File: config.mk
export PLATFORM = sky130hd
export DESIGN_NAME = col_drain_sched
export DESIGN_NICKNAME = d
export VERILOG_FILES = /design/src/rtl/systola_pkg.sv /design/src/rtl/drain_out_reg.sv /design/src/rtl/col_drain_sched.sv
export SDC_FILE = /design/constraint.sdc
export NUM_CORES = 1
export LEC_CHECK = 0
export CORE_AREA = 2 2 122 124
export DETAILED_ROUTE_END_ITERATION = 10
export DIE_AREA = 0 0 124 126
export HOLD_SLACK_MARGIN = 0.05
export PLACE_DENSITY = 0.73
export SLEW_MARGIN = 30
export SYNTH_ARGS = -nofsm -noshare
export SYNTH_HDL_FRONTEND = slang
export SYNTH_SLANG_ARGS = --single-unit
File: constraint.sdc
create_clock -name clk -period 3.6 [get_ports clk]
set_clock_uncertainty 0.15 [all_clocks]
set_input_delay 0.9 -clock clk [delete_from_list [all_inputs] [get_ports clk]]
set_output_delay 0.9 -clock clk [all_outputs]
set_load 0.01 [all_outputs]
File: src/rtl/systola_pkg.sv
// Shared types and default geometry for the systolic-array result path.
package systola_pkg;

    localparam int DEF_COLS     = 8;
    localparam int DEF_ROWS     = 8;
    localparam int DEF_OUTWIDTH = 32;
    localparam int COL_W        = $clog2(DEF_COLS);
    localparam int ROW_W        = $clog2(DEF_ROWS);

    typedef enum logic [1:0] {
        IDLE,
        DRAIN,
        FLUSH
    } drain_state_t;

endpackage

File: src/rtl/drain_out_reg.sv
// Valid/ready output register holding one result word plus its column/row tags.
module drain_out_reg
    import systola_pkg::*;
#(
    parameter int OUTWIDTH = DEF_OUTWIDTH,
    parameter int CW       = COL_W,
    parameter int RW       = ROW_W
) (
    input  logic                clk,
    input  logic                rstn,
    input  logic                load_i,
    input  logic [OUTWIDTH-1:0] data_i,
    input  logic [CW-1:0]       col_i,
    input  logic [RW-1:0]       row_i,
    input  logic                m_ready_i,
    output logic                ready_o,
    output logic                m_valid_o,
    output logic [OUTWIDTH-1:0] m_data_o,
    output logic [CW-1:0]       m_col_o,
    output logic [RW-1:0]       m_row_o
);

    logic                valid_q, valid_d;
    logic [OUTWIDTH-1:0] data_q,  data_d;
    logic [CW-1:0]       col_q,   col_d;
    logic [RW-1:0]       row_q,   row_d;

    // NOTE: every output of a combinational block gets a default first, so no path can infer a latch.
    always_comb begin
        valid_d = valid_q;
        data_d  = data_q;
        col_d   = col_q;
        row_d   = row_q;
        if (load_i) begin
            valid_d = 1'b1;
            data_d  = data_i;
            col_d   = col_i;
            row_d   = row_i;
        end else if (m_ready_i) begin
            valid_d = 1'b0;
        end
    end

    // NOTE: state registers use non-blocking assignments so every flop samples pre-edge values.
    always_ff @(posedge clk) begin
        if (!rstn) begin
            valid_q <= 1'b0;
            // NOTE: the payload is reset too, so m_data reads 0 after reset instead of a stale word.
            data_q  <= '0;
            col_q   <= '0;
            row_q   <= '0;
        end else begin
            valid_q <= valid_d;
            data_q  <= data_d;
            col_q   <= col_d;
            row_q   <= row_d;
        end
    end

    assign ready_o   = !valid_q || m_ready_i;
    assign m_valid_o = valid_q;
    assign m_data_o  = data_q;
    assign m_col_o   = col_q;
    assign m_row_o   = row_q;

endmodule

File: src/rtl/col_drain_sched.sv
// Drains COLS column controllers, ROWS words each, into one tagged valid/ready stream.
// Define COL_DRAIN_TIMEOUT_EN to add the per-word stall timeout (sticky err, column skip).
module col_drain_sched
    import systola_pkg::*;
#(
    parameter int COLS     = DEF_COLS,
    parameter int ROWS     = DEF_ROWS,
    parameter int OUTWIDTH = DEF_OUTWIDTH
`ifdef COL_DRAIN_TIMEOUT_EN
    ,
    parameter int TIMEOUT  = 64
`endif
) (
    input  logic                           clk,
    input  logic                           rstn,
    input  logic                           start_i,
    input  logic [COLS-1:0]                col_rvalid_i,
    input  logic [COLS-1:0][OUTWIDTH-1:0]  col_data_i,
    output logic [COLS-1:0]                col_read_o,
    output logic                           m_valid_o,
    input  logic                           m_ready_i,
    output logic [OUTWIDTH-1:0]            m_data_o,
    output logic [$clog2(COLS)-1:0]        m_col_o,
    output logic [$clog2(ROWS)-1:0]        m_row_o,
    output logic                           busy_o,
    output logic                           done_o,
    output logic                           err_o
);

    localparam int            CW       = $clog2(COLS);
    localparam int            RW       = $clog2(ROWS);
    localparam logic [CW-1:0] LAST_COL = CW'(COLS - 1);
    localparam logic [RW-1:0] LAST_ROW = RW'(ROWS - 1);

    drain_state_t  state_q, state_d;
    logic [CW-1:0] col_idx_q, col_idx_d;
    logic [RW-1:0] row_idx_q, row_idx_d;
    logic          done_q, done_d;
    logic          out_ready;
    logic          cur_rvalid;
    logic          load;
    logic          last_word;
    logic          timeout;

    assign cur_rvalid = col_rvalid_i[col_idx_q];
    // Gated by rstn so no pop strobe escapes while a synchronous reset is pending.
    assign load       = rstn && (state_q == DRAIN) && cur_rvalid && out_ready;
    assign last_word  = (col_idx_q == LAST_COL) && (row_idx_q == LAST_ROW);
    assign col_read_o = load ? (COLS'(1) << col_idx_q) : '0;

`ifdef COL_DRAIN_TIMEOUT_EN
    localparam int SW = $clog2(TIMEOUT + 1);

    logic [SW-1:0] stall_q, stall_d;
    logic          err_q, err_d;
    logic          stalled;

    assign stalled = (state_q == DRAIN) && !cur_rvalid;
    assign timeout = stalled && (stall_q == SW'(TIMEOUT - 1));

    always_comb begin
        stall_d = stall_q;
        err_d   = err_q;
        if (load || timeout) begin
            stall_d = '0;
        end else if (stalled) begin
            stall_d = stall_q + 1'b1;
        end
        if (timeout) begin
            err_d = 1'b1;
        end
    end

    always_ff @(posedge clk) begin
        if (!rstn) begin
            stall_q <= '0;
            err_q   <= 1'b0;
        end else begin
            stall_q <= stall_d;
            err_q   <= err_d;
        end
    end

    assign err_o = err_q;
`else
    assign timeout = 1'b0;
    assign err_o   = 1'b0;
`endif

    always_comb begin
        state_d   = state_q;
        col_idx_d = col_idx_q;
        row_idx_d = row_idx_q;
        done_d    = 1'b0;
        unique case (state_q)
            IDLE: begin
                if (start_i) begin
                    state_d   = DRAIN;
                    col_idx_d = '0;
                    row_idx_d = '0;
                end
            end
            DRAIN: begin
                if (load) begin
                    row_idx_d = row_idx_q + 1'b1;
                    if (row_idx_q == LAST_ROW) begin
                        col_idx_d = col_idx_q + 1'b1;
                    end
                    if (last_word) begin
                        state_d = FLUSH;
                    end
                end else if (timeout) begin
                    row_idx_d = '0;
                    col_idx_d = col_idx_q + 1'b1;
                    // Skipping the last column: finish now unless a word is still held back.
                    if (col_idx_q == LAST_COL) begin
                        if (out_ready) begin
                            state_d = IDLE;
                            done_d  = 1'b1;
                        end else begin
                            state_d = FLUSH;
                        end
                    end
                end
            end
            FLUSH: begin
                if (m_valid_o && m_ready_i) begin
                    state_d = IDLE;
                    done_d  = 1'b1;
                end
            end
            default: begin
                state_d = IDLE;
            end
        endcase
    end

    always_ff @(posedge clk) begin
        if (!rstn) begin
            state_q   <= IDLE;
            col_idx_q <= '0;
            row_idx_q <= '0;
            done_q    <= 1'b0;
        end else begin
            state_q   <= state_d;
            col_idx_q <= col_idx_d;
            row_idx_q <= row_idx_d;
            done_q    <= done_d;
        end
    end

    assign busy_o = (state_q != IDLE);
    assign done_o = done_q;

    drain_out_reg #(
        .OUTWIDTH (OUTWIDTH),
        .CW       (CW),
        .RW       (RW)
    ) u_out_reg (
        .clk       (clk),
        .rstn      (rstn),
        .load_i    (load),
        .data_i    (col_data_i[col_idx_q]),
        .col_i     (col_idx_q),
        .row_i     (row_idx_q),
        .m_ready_i (m_ready_i),
        .ready_o   (out_ready),
        .m_valid_o (m_valid_o),
        .m_data_o  (m_data_o),
        .m_col_o   (m_col_o),
        .m_row_o   (m_row_o)
    );

endmodule

### Word level (Yosys, flattened, before mapping)

Index checks and enable logic that the tools add are counted.

| storage, ports and cells | value |
|---|---|
| output and inout bits | 50 |
| bits in registers | 48 |
| logic and storage cells | 55 |

| cells by class | value |
|---|---|
| reductions and logical operators | 15 |
| mux-type cells | 19 |
| add/subtract/negate cells | 2 |
| magnitude comparators | 1 |
| equality and inequality tests | 9 |
| shifts and indexed selects | 1 |

Operators with widths:

| kind | count |
|---|---|
| 32-bit binary-select mux with 3-bit select | 1 |
| 32-bit 2-to-1 mux | 1 |
| 3-bit 2-to-1 mux | 4 |
| 3-bit case mux with 2 select lines | 2 |
| 2-bit 2-to-1 mux | 4 |
| 8-bit 2-to-1 mux | 1 |
| 2-bit != test, second input constant | 4 |
| 4-bit AND reduction | 2 |
| 1-bit by 3-bit << shifter with 8-bit output, first input constant | 1 |
| 3-bit by 1-bit adder with 3-bit output, second input constant | 2 |
| 3-bit equality test, second input constant | 2 |
| 2-bit case mux with 3 select lines | 1 |
| 2-bit nonzero test | 3 |
| 1-bit logical AND | 5 |
| 3-bit by 4-bit < comparator with 1-bit output, second input constant | 1 |
| 1-bit 2-to-1 mux | 4 |
| 1-bit binary-select mux with 3-bit select | 1 |
| 3-bit AND reduction | 1 |
| 2-bit by 1-bit equality test with 1-bit output, second input constant | 1 |
| 2-bit equality test, second input constant | 1 |
| 2-bit logical NOT | 1 |
| 2-bit by 1-bit != test with 1-bit output, second input constant | 1 |
| 2-bit AND reduction | 1 |
| 1-bit logical NOT | 1 |
| 1-bit logical OR | 1 |

### Logic depth before layout (Yosys ltp)

Gate-level depths: netlist of the first run.

| logic depth | value |
|---|---|
| depth in word-level cells | 6 |
| mapped depth | 8 |
| mapped depth without buffers | 5 |

### By module

A second synthesis of the first run with hierarchy kept.

| second synthesis, totals | value |
|---|---|
| cell total of the unflattened synthesis | 394 |
| area total of the unflattened synthesis | 4,115.2 um^2 |

Modules (own cells, without submodules):

| module | cells an instance | instances | area an instance (um^2) |
|---|---|---|---|
| col_drain_sched | 267 | 1 | 2,625.0 |
| drain_out_reg | 127 | 1 | 1,490.2 |

### Worst setup path after synthesis of the first run

Ideal clock, no wire load.

| path | value |
|---|---|
| kind | input-to-output |
| start | input col_rvalid_i[0] |
| end | output col_read_o[1] |
| stages on the path | 6 |
| path slack | 368 ps |
| buffers on the path | 2 |
| data arrival time | 2,182 ps |
| cells stage by stage | nor2b_1 a2111oi_2 nor4_4 buf_4 buf_4 and3_1 |

| between the ends | value |
|---|---|
| word-level cells in the longest chain between the ends | 5 |

Ends and longest elaborated chain:

| what | line | source |
|---|---|---|
| start, declared | col_drain_sched.sv:17 | `input logic [COLS-1:0] col_rvalid_i,` |
| 1-bit binary-select mux with 3-bit select | col_drain_sched.sv:45 | `assign cur_rvalid = col_rvalid_i[col_idx_q];` |
| 1-bit 2-to-1 mux (not written as such) | col_drain_sched.sv:45 |  |
| 1-bit logical AND (2 in a row) | col_drain_sched.sv:47 | `assign load = rstn && (state_q == DRAIN) && cur_rvalid && out_ready;` |
| 8-bit 2-to-1 mux | col_drain_sched.sv:49 | `assign col_read_o = load ? (COLS'(1) << col_idx_q) : '0;` |
| end, declared | col_drain_sched.sv:19 | `output logic [COLS-1:0] col_read_o,` |

No other way between the ends. The select of a mux whose other input is x is not followed.

### Worst setup path in the final report of the first run

| path | value |
|---|---|
| start | input col_rvalid_i[7] |
| end | output col_read_o[0] |

The elaborated chain is that of the path after synthesis.

==> results of run 1 <==
-- sequential cells by signal, indices dropped and copies added, names as in the netlist --
| register | flops |
|---|---|
| col_idx_q | 3 |
| done_o | 1 |
| row_idx_q | 3 |
| state_q | 2 |
| u_out_reg.m_col_o | 3 |
| u_out_reg.m_data_o | 32 |
| u_out_reg.m_row_o | 3 |
| u_out_reg.m_valid_o | 1 |
-- power groups by stage --
stage          sequential, mW  combinational (mW)  clock (mW)
2_1_floorplan           0.578               0.111           0
3_3_place_gp            0.569               0.456           0
3_5_place_dp            0.570               0.465           0
4_1_cts                 0.558               0.470       0.513
5_1_grt                 0.559               0.502       0.533
6_report                0.558               0.472       0.489
-- metal layers --
metal	up-vias	GRT usage, %
met4	0	4.43
li1	1984	-
met2	164	37.5
met1	2016	24.0
met3	18	3.35
met5	-	0
-- per-stage QoR --
stage	instances	hold slack [ns]	TNS [ns]	power [mW]
5_1_grt	848	0.362	0	1.59
4_1_cts	845	0.351	0	1.54
3_3_place_gp	830	0.331	-2.21	1.02
2_1_floorplan	356	0.322	0	0.688
6_report	848	0.347	0	1.52
3_5_place_dp	830	0.335	-2.38	1.03
-- logic make-up after synthesis --
kind of cell / count (synthesis) / share of synthesized area, %
simple gates: 134 / 16.2
fa+ha+maj: 8 / 2.58
compound gates: 48 / 11.4
buf+inv: 43 / 5.16
mux: 74 / 39.8
flops: 48 / 24.8
other cells: 1 / 0.0966
-- timing repair --
item / CTS / global route
setup endpoints to repair: 8 / 8
pin swaps: 1 / 3
resized for setup: 29 / 12
gates cloned: 1 / 0
setup buffers: 6 / 2
-- area by class of cell --
class	instances	area, µm²
fillers	1261	6880
well taps	184	230
clock inverters	1	5.00
inverters	4	15.0
flip-flops and latches	48	970
clock buffers	7	154
repair buffers	338	3300
diodes	1	2.50
multi-input cells	265	2750
-- worst max-delay path, cell delays in order --
cell and delay, ns:
clkdlybuf4s50_1 0.46, mux2_2 0.18, o22ai_4 0.09, nor4_4 0.28
buf_2 0.20, buf_6 0.11, and3_4 0.18, buf_6 0.09
-- worst paths after layout --
kind                            endpoint  slack (ns)                    from  depth (start not counted)
setup reg to reg  u_out_reg.m_data_o[29]        0.81            col_idx_q[0]                          6
hold / removal    u_out_reg.m_data_o[16]        0.35  u_out_reg.m_data_o[16]                          1
setup / recovery           col_read_o[0]        0.07         col_rvalid_i[7]                          8
hold reg to reg   u_out_reg.m_data_o[16]        0.35  u_out_reg.m_data_o[16]                          1
-- cells in the mapped netlist (all sizes together), types with 2 or more instances --
cell	number
a31o	2
nand2	71
clkbuf	21
o211a	32
mux4	64
buf	18
and2	3
dfxtp	48
nor2	2
a21oi	3
inv	3
nand3	34
mux2i	8
o211ai	2
nor2b	8
and3	6
nand3b	3
nand2b	3
ha	8
nor3	2
a21boi	2
mux2	2
==> out/results.ini, run 1 <==
[finish]
final_core_util_pct = 51.9
layout_commonest_cell = clkdlybuf4s50_1
drive_above_1_share_pct = 17.2
layout_common_cells = 305 x clkdlybuf4s50_1, 71 x nand2_1, 64 x mux4_2
final_area_um2 = 7430
finish.net_count = 938
area_delta_synth_final_pct = 91.4

[sta]
layout_setup_ws_ns = 0.0680
hold_viol_final = 0
setup_violations = 0
relSlewSlack_pct = 53.0
final.min_clock_period_ns = 3.53
maxSlewViolCount = 0
fin_crit_sh_pct = 98.1
worst_pin_slew_ns = 0.705
rsz0062_at_grt = no
fmax_mhz = 283

[route]
viasPerCell = 4.93
wirelength_met1_um = 5950
antenna_left = 0
top_layer_used = met4
dr_wl_met2_um = 8660
drt-total-wl_um = 15900
via_count = 4182
met3_length_um = 988
first_iter_violations = 237
drt_pass1_iterations = 4
wl_per_cell_um = 18.7
remaining_drc_errors = 0

[yosys]
syn_area_um2 = 3880
syn_inst = 356
async_flop_share_pct = 0
ys_ff_latch = 48
ys_seq_area_share_pct = 24.8
synth_cell_types = 37
yosysWarnings = 0
synth_ff_type = dfxtp_1
yosys-top-cells-area = mux4_2 37%, dfxtp_1 25%, o211a_1 8.3%, nand2_1 6.9%, nand3_1 4.4%
synth-edff-count = 0
synth_top_area_share_pct = 37.1
syn_avg_cell_area_um2 = 10.9
syn-num-nets = 632
synth_top_area_cell = mux4_2

[placed_design]
placed_area_um2 = 7190
io_buffers = 316
dp.final_hpwl_um = 12800
place_congestion = 0.897
pre_cts_slack_ns = -0.308

[critical_path]
crit_path_end_kind = primary output
cp.arrival_ns = 2.48
cp-start-kind = primary input
cp_max_fo = 3
critical_path_required_ns = 2.55
critPathKind = primary input to primary output

[clocking]
cts.clk_slew.worst_paths_ns = 0.06
cts_buffer_depth = 2
cts_tree = yes
htree_levels = 2
cts-root-buf = clkbuf_16
clock_sinks = 48
cts_hold_buf = 0
cts_buffers = 5
insertion_delay_ns = 0.28

[power]
power_frac_comb_pct = 31.1
p_per_area_nw_per_um2 = 204
power_frac_seq_pct = 36.7
switching_share_pct = 20.6
power_leakage_nw = 2.99
clkPwrFrac_pct = 32.2
p_int_mw = 1.21
switchingPower_mw = 0.313
peakVddDrop_v = 0.000164

[global_routing]
antenna_found_initial = 1
overflow = 0
grt_max_degree = 47
grt_pass1_vias = 4462
grt_pass1_wl_um = 24300
track_usage_pct = 20.2

[outcome]
outcome = completed

[die]
fp.dieH_um = 126
die_area_um2 = 15600
rows = 44
die_x_um = 124
start_util_pct = 27.1
core-area_um2 = 14300
io_pins = 318

[job]
drv_cap = 0

[min_path]
hold_class = register to register

Note: power is estimated with default switching activity, not from simulation.
==> run 2, diff against run 1 <==
Settings changed: MAX_ROUTING_LAYER from default to met4.
Clock period 3.6 ns to 3.5 ns, I/O delays scaled along.
==> out/results.ini, run 2 (synthesis results as in run 1) <==
[outcome]
outcome = finished, violations left
violations = setup timing

[power]
power_leakage_nw = 2.98  ; -0.49%
p_per_area_nw_per_um2 = 216  ; +5.6%
peakVddDrop_v = 0.000161  ; -1.9%
power_mw = 1.61  ; +5.7%

[sta]
setup_violations = 1  ; +1
maxSlewViolCount = 0  ; unchanged
fin_crit_sh_pct = 100
fmax_mhz = 286
hold_viol_final = 0  ; unchanged
relSlewSlack_pct = 57.0  ; +4.1 points
layout_setup_ws_ns = -0.000700  ; -0.0687 ns
worst_pin_slew_ns = 0.644  ; -0.0609 ns
final.min_clock_period_ns = 3.50

[route]
antenna_left = 0  ; unchanged
drt_pass1_iterations = 4  ; unchanged
first_iter_violations = 208  ; -12%
drt-total-wl_um = 16100  ; +1.5%
wl_per_cell_um = 19.0  ; +1.6%
viasPerCell = 5.03  ; +1.9%
remaining_drc_errors = 0  ; unchanged
via_count = 4258  ; +1.8%

[min_path]
hold_class = register to register
holdPathStages = 1  ; unchanged

[critical_path]
worstPathCellList = clkdlybuf4s50_1 -> nor2b_4 -> a2111oi_4 -> nor4_4 -> buf_2 -> buf_4 -> and3_4 -> buf_2
crit_path_end_kind = primary output
cp.arrival_ns = 2.48  ; about the same
path_common_cell = buf_2
r2r_setup_slack_ns = 0.98  ; +0.17 ns
worstRegToRegCells = 9  ; +3
path_depth = 8  ; unchanged
crit_buf_inv = 4  ; unchanged
critPathKind = primary input to primary output
cp-start-kind = primary input
cpLargestDelayFamily = buffers and inverters
critical_path_required_ns = 2.47  ; -0.08 ns
cp_max_fo = 3  ; unchanged
slowest_delay_ns = 0.48  ; +0.02 ns
slowest_stage = clkdlybuf4s50_1

[placed_design]
pre_cts_slack_ns = -0.395  ; -0.0869 ns
io_buffers = 316  ; unchanged
placed_area_um2 = 7200  ; +0.10%
dp.cells = 831  ; +0.12%
place_congestion = 0.933  ; +3.9%
dp.final_hpwl_um = 12900  ; +0.46%

[die]
start_util_pct = 27.1  ; unchanged
rows = 44  ; unchanged
die_x_um = 124  ; unchanged
io_pins = 318  ; unchanged
die_area_um2 = 15600  ; unchanged
fp.dieH_um = 126  ; unchanged
core-area_um2 = 14300  ; unchanged

[finish]
layout_commonest_cell = clkdlybuf4s50_1
fillers = 1289  ; +2.2%
layout_common_cells = 305 x clkdlybuf4s50_1, 71 x nand2_1, 64 x mux4_2
final_area_um2 = 7440  ; +0.15%
drive_above_1_share_pct = 17.5  ; +0.33 points
finish.net_count = 937  ; -0.11%
area_delta_synth_final_pct = 91.7
final_core_util_pct = 52.0  ; +0.079 points
largest_reg_flops = 32  ; unchanged
final_cells = 847  ; -0.12%

[clocking]
cts_buffer_depth = 2  ; unchanged
cts.clk_slew.worst_paths_ns = 0.07  ; about the same
cts_tree = yes
htree_levels = 2  ; unchanged
clock_sinks = 48  ; unchanged
insertion_delay_ns = 0.28  ; about the same
cts-root-buf = clkbuf_16
cts_buffers = 5  ; unchanged

[global_routing]
grt_max_degree = 47  ; unchanged
track_usage_pct = 20.9  ; +0.72 points
antenna_found_initial = 1  ; unchanged
grt_pass1_wl_um = 24500  ; +0.94%
overflow = 0  ; unchanged
grt_pass1_vias = 4699  ; +5.3%

[job]
drv_cap = 0  ; unchanged

## run 2: cell types whose count changed in the layout (fill, tap and decap cells not counted), sizes merged
cell           before  now
clkdlybuf4s15       1    0
inv                 3    4
buf                29   27
bufinv              0    1
dlymetal6s2s        2    0
dlygate4sd2         0    2
## run 2: area by class of cell
class	count	area (µm²)	area share, %
Multi-Input combinational cell	265	2770	37.2
Clock buffer	5	125	1.68
Tap cell	184	230	3.09
Clock inverter	3	41.3	0.555
Inverter	4	15.0	0.202
Timing Repair Buffer	337	3290	44.2
Sequential cell	48	970	13.0
Antenna cell	1	2.50	0.0336
## run 2: repair_timing
| action | in CTS | in global routing |
|---|---|---|
| hold buffers | 0 | 0 |
| endpoints found under the setup margin | 8 | 7 |
| gates cloned | 1 | 0 |
| pin swaps | 4 | 3 |
| gates resized for setup | 34 | 11 |
| setup buffers | 6 | 1 |
## run 2: path summary, 6_finish.rpt
check                        startpoint                    end
hold reg to reg   u_out_reg.m_data_o[8]  u_out_reg.m_data_o[8]
setup / recovery        col_rvalid_i[0]          col_read_o[1]
hold / removal    u_out_reg.m_data_o[8]  u_out_reg.m_data_o[8]
setup reg to reg             state_q[0]  u_out_reg.m_data_o[3]
## run 2: stage by stage
step,hold slack [ns],TNS [ns]
final,0.349,-0.000700
after global routing,0.369,-0.0477
after CTS,0.353,0
after detailed placement,0.336,-3.09
after global placement,0.331,-2.61
after floorplan,0.322,0
## run 2: report_power, final
part	internal (mW)	leakage [nW]	switching (mW)	total [mW]
Combinational	0.368	2.50	0.119	0.487
Sequential	0.563	0.392	0.0108	0.574
Clock	0.336	0.0841	0.209	0.545
## run 2: layer usage
layer  GRT usage (%)  share of wire [%]  vias to the layer above
met1            23.4                 37                     2060
met3            3.67                6.4                       34
met4            6.01                2.8                        0
met5               -                  0                        -
met2            37.6                 54                      184
li1                -                  -                     1980
==> run 3, diff against run 2 <==
Settings changed: CORE_AREA 2 2 122 124 to 5 5 122 124, DIE_AREA 0 0 124 126 to 0 0 127 129, PLACE_DENSITY 0.73 to 0.76.
==> out/results.ini, run 3 (synthesis results as in run 1) <==
[placed_design]
placed_area_um2 = 7210  ; +0.21%
io_buffers = 316  ; unchanged
dp.final_hpwl_um = 13400  ; +4.4%
place_congestion = 0.898  ; -3.7%

[route]
remaining_drc_errors = 0  ; unchanged
viasPerCell = 5.02  ; -0.18%
drt_pass1_iterations = 4  ; unchanged
antenna_left = 0  ; unchanged
wl_per_cell_um = 19.2  ; +0.87%
drt-total-wl_um = 16100  ; about the same
first_iter_violations = 230  ; +11%
via_count = 4210  ; -1.1%

[min_path]
min_to = u_out_reg.m_data_o[18]
holdPathStages = 1  ; unchanged
hold_class = register to register
min_from = u_out_reg.m_data_o[18]

[finish]
layout_common_cells = 303 x clkdlybuf4s50_1, 71 x nand2_1, 64 x mux4_2
final_area_um2 = 7450  ; about the same
layout_commonest_cell = clkdlybuf4s50_1
area_delta_synth_final_pct = 91.9  ; about the same
largest_reg_flops = 32  ; unchanged
fillers = 1220  ; -5.4%
finish.net_count = 934  ; -0.32%
drive_above_1_share_pct = 17.1  ; -0.38 points
n_antenna_cell = 0  ; -1

[power]
peakVddDrop_v = 0.000161  ; about the same
p_per_area_nw_per_um2 = 220  ; +1.9%
power_leakage_nw = 2.98  ; +0.15%
power_mw = 1.64  ; +2.0%

[clocking]
cts.clk_slew.worst_paths_ns = 0.06  ; about the same
insertion_delay_ns = 0.28  ; about the same
cts_tree = yes
cts-root-buf = clkbuf_16
cts_buffers = 5  ; unchanged
htree_levels = 2  ; unchanged
cts_buffer_depth = 2  ; unchanged
clock_sinks = 48  ; unchanged

[global_routing]
track_usage_pct = 19.3  ; -1.6 points
overflow = 0  ; unchanged
grt_pass1_wl_um = 24200  ; -1.4%
grt_pass1_vias = 4710  ; +0.23%
grt_max_degree = 47  ; unchanged
antenna_found_initial = 0  ; -1

[sta]
maxSlewViolCount = 0  ; unchanged
fmax_mhz = 293  ; +2.7%
setup-tns-final_ns = 0  ; +0.000700 ns
whs_ns = 0.348  ; -0.00117 ns
fin_crit_sh_pct = 97.4  ; -2.6 points
setup_violations = 0  ; -1
rsz0062_at_grt = no
worst_pin_slew_ns = 0.582  ; -0.0623 ns
hold_viol_final = 0  ; unchanged
final.min_clock_period_ns = 3.41  ; -0.0926 ns
relSlewSlack_pct = 61.2  ; +4.2 points

[critical_path]
cp_max_fo = 5  ; +2
cp-start-kind = primary input
r2r_setup_slack_ns = 0.89  ; -0.09 ns
cp.arrival_ns = 2.38  ; -0.10 ns
critPathKind = primary input to primary output
reg2reg_from = col_idx_q[0]
crit_path_end_kind = primary output
critical_path_required_ns = 2.47  ; about the same
r2r_end = col_idx_q[1]
worstRegToRegCells = 8  ; -1

[die]
start_util_pct = 28.4  ; +1.3 points
die_x_um = 127  ; +2.4%
io_pins = 318  ; unchanged
die_area_um2 = 16400  ; +4.9%
fp.dieH_um = 129  ; +2.4%
core-area_um2 = 13700  ; -4.5%
rows = 43  ; -2.3%

[outcome]
outcome = completed

[job]
drv_cap = 0  ; unchanged

[run 3: cell types whose count changed in the layout (fill, tap and decap cells not counted), sizes merged]
cell           previous run  this run
buf                      27        26
dlygate4sd2               2         4
bufbuf                    0         1
clkdlybuf4s50           305       303
inv                       4         3
diode                     1         0
clkinv                    2         1
clkbuf                    8         7
[run 3: per-layer routing]
| layer | routed length (µm) | GRT usage, % |
|---|---|---|
| met5 | 0 | - |
| met4 | 319 | 4.79 |
| met3 | 862 | 2.78 |
| met2 | 8810 | 36.0 |
| met1 | 6100 | 21.6 |
[run 3: how the worst max path moves through the flow]
stage / startpoint / cells after the start / slack, ns / endpoint
6_report: col_rvalid_i[4] / 8 / 0.09 / col_read_o[1]
5_1_grt: col_rvalid_i[4] / 8 / 0.02 / col_read_o[6]
4_1_cts: col_rvalid_i[6] / 7 / 0.004 / col_read_o[0]
3_5_place_dp: col_rvalid_i[0] / 8 / -0.51 / col_read_o[4]
3_3_place_gp: col_rvalid_i[0] / 8 / -0.43 / col_read_o[6]
2_1_floorplan: col_rvalid_i[0] / 6 / 0.32 / col_read_o[1]
[run 3: per-stage QoR]
step / utilization (%) / instances / setup slack [ns]
2_1_floorplan: - / 356 / 0.318
3_3_place_gp: 52.8 / 828 / -0.433
3_5_place_dp: 52.8 / 828 / -0.508
4_1_cts: 54.4 / 839 / 0.00376
5_1_grt: 54.5 / 839 / 0.0223
6_report: 54.5 / 839 / 0.0919
[run 3: layout make-up]
type | count | area, µm² | share of cell area (%)
Multi-Input combinational cell | 265 | 2760 | 37.0
Sequential cell | 48 | 970 | 13.0
Inverter | 4 | 15.0 | 0.202
Clock buffer | 7 | 153 | 2.05
Clock inverter | 1 | 30.0 | 0.403
Timing Repair Buffer | 334 | 3300 | 44.3
Tap cell | 180 | 225 | 3.02
[run 3: what timing repair did]
item,4_1_cts,5_1_grt
pin swaps,3,2
buffers inserted,2,0
endpoints found under the setup margin,8,8
hold buffers,0,0
cloned,1,0
resized for setup,44,2
[run 3: critical path, cell delays in order]
cell	delay (ns)
clkdlybuf4s50_1	0.40
mux2_4	0.28
o22ai_4	0.19
nor4_4	0.06
buf_4	0.15
buf_12	0.12
and3_1	0.16
buf_2	0.13
[run 3: power breakdown]
group	total [mW]	internal [mW]	switching (mW)
registers	0.574	0.563	0.0108
logic	0.487	0.369	0.117
clock network	0.577	0.376	0.201
total	1.64	1.31	0.329
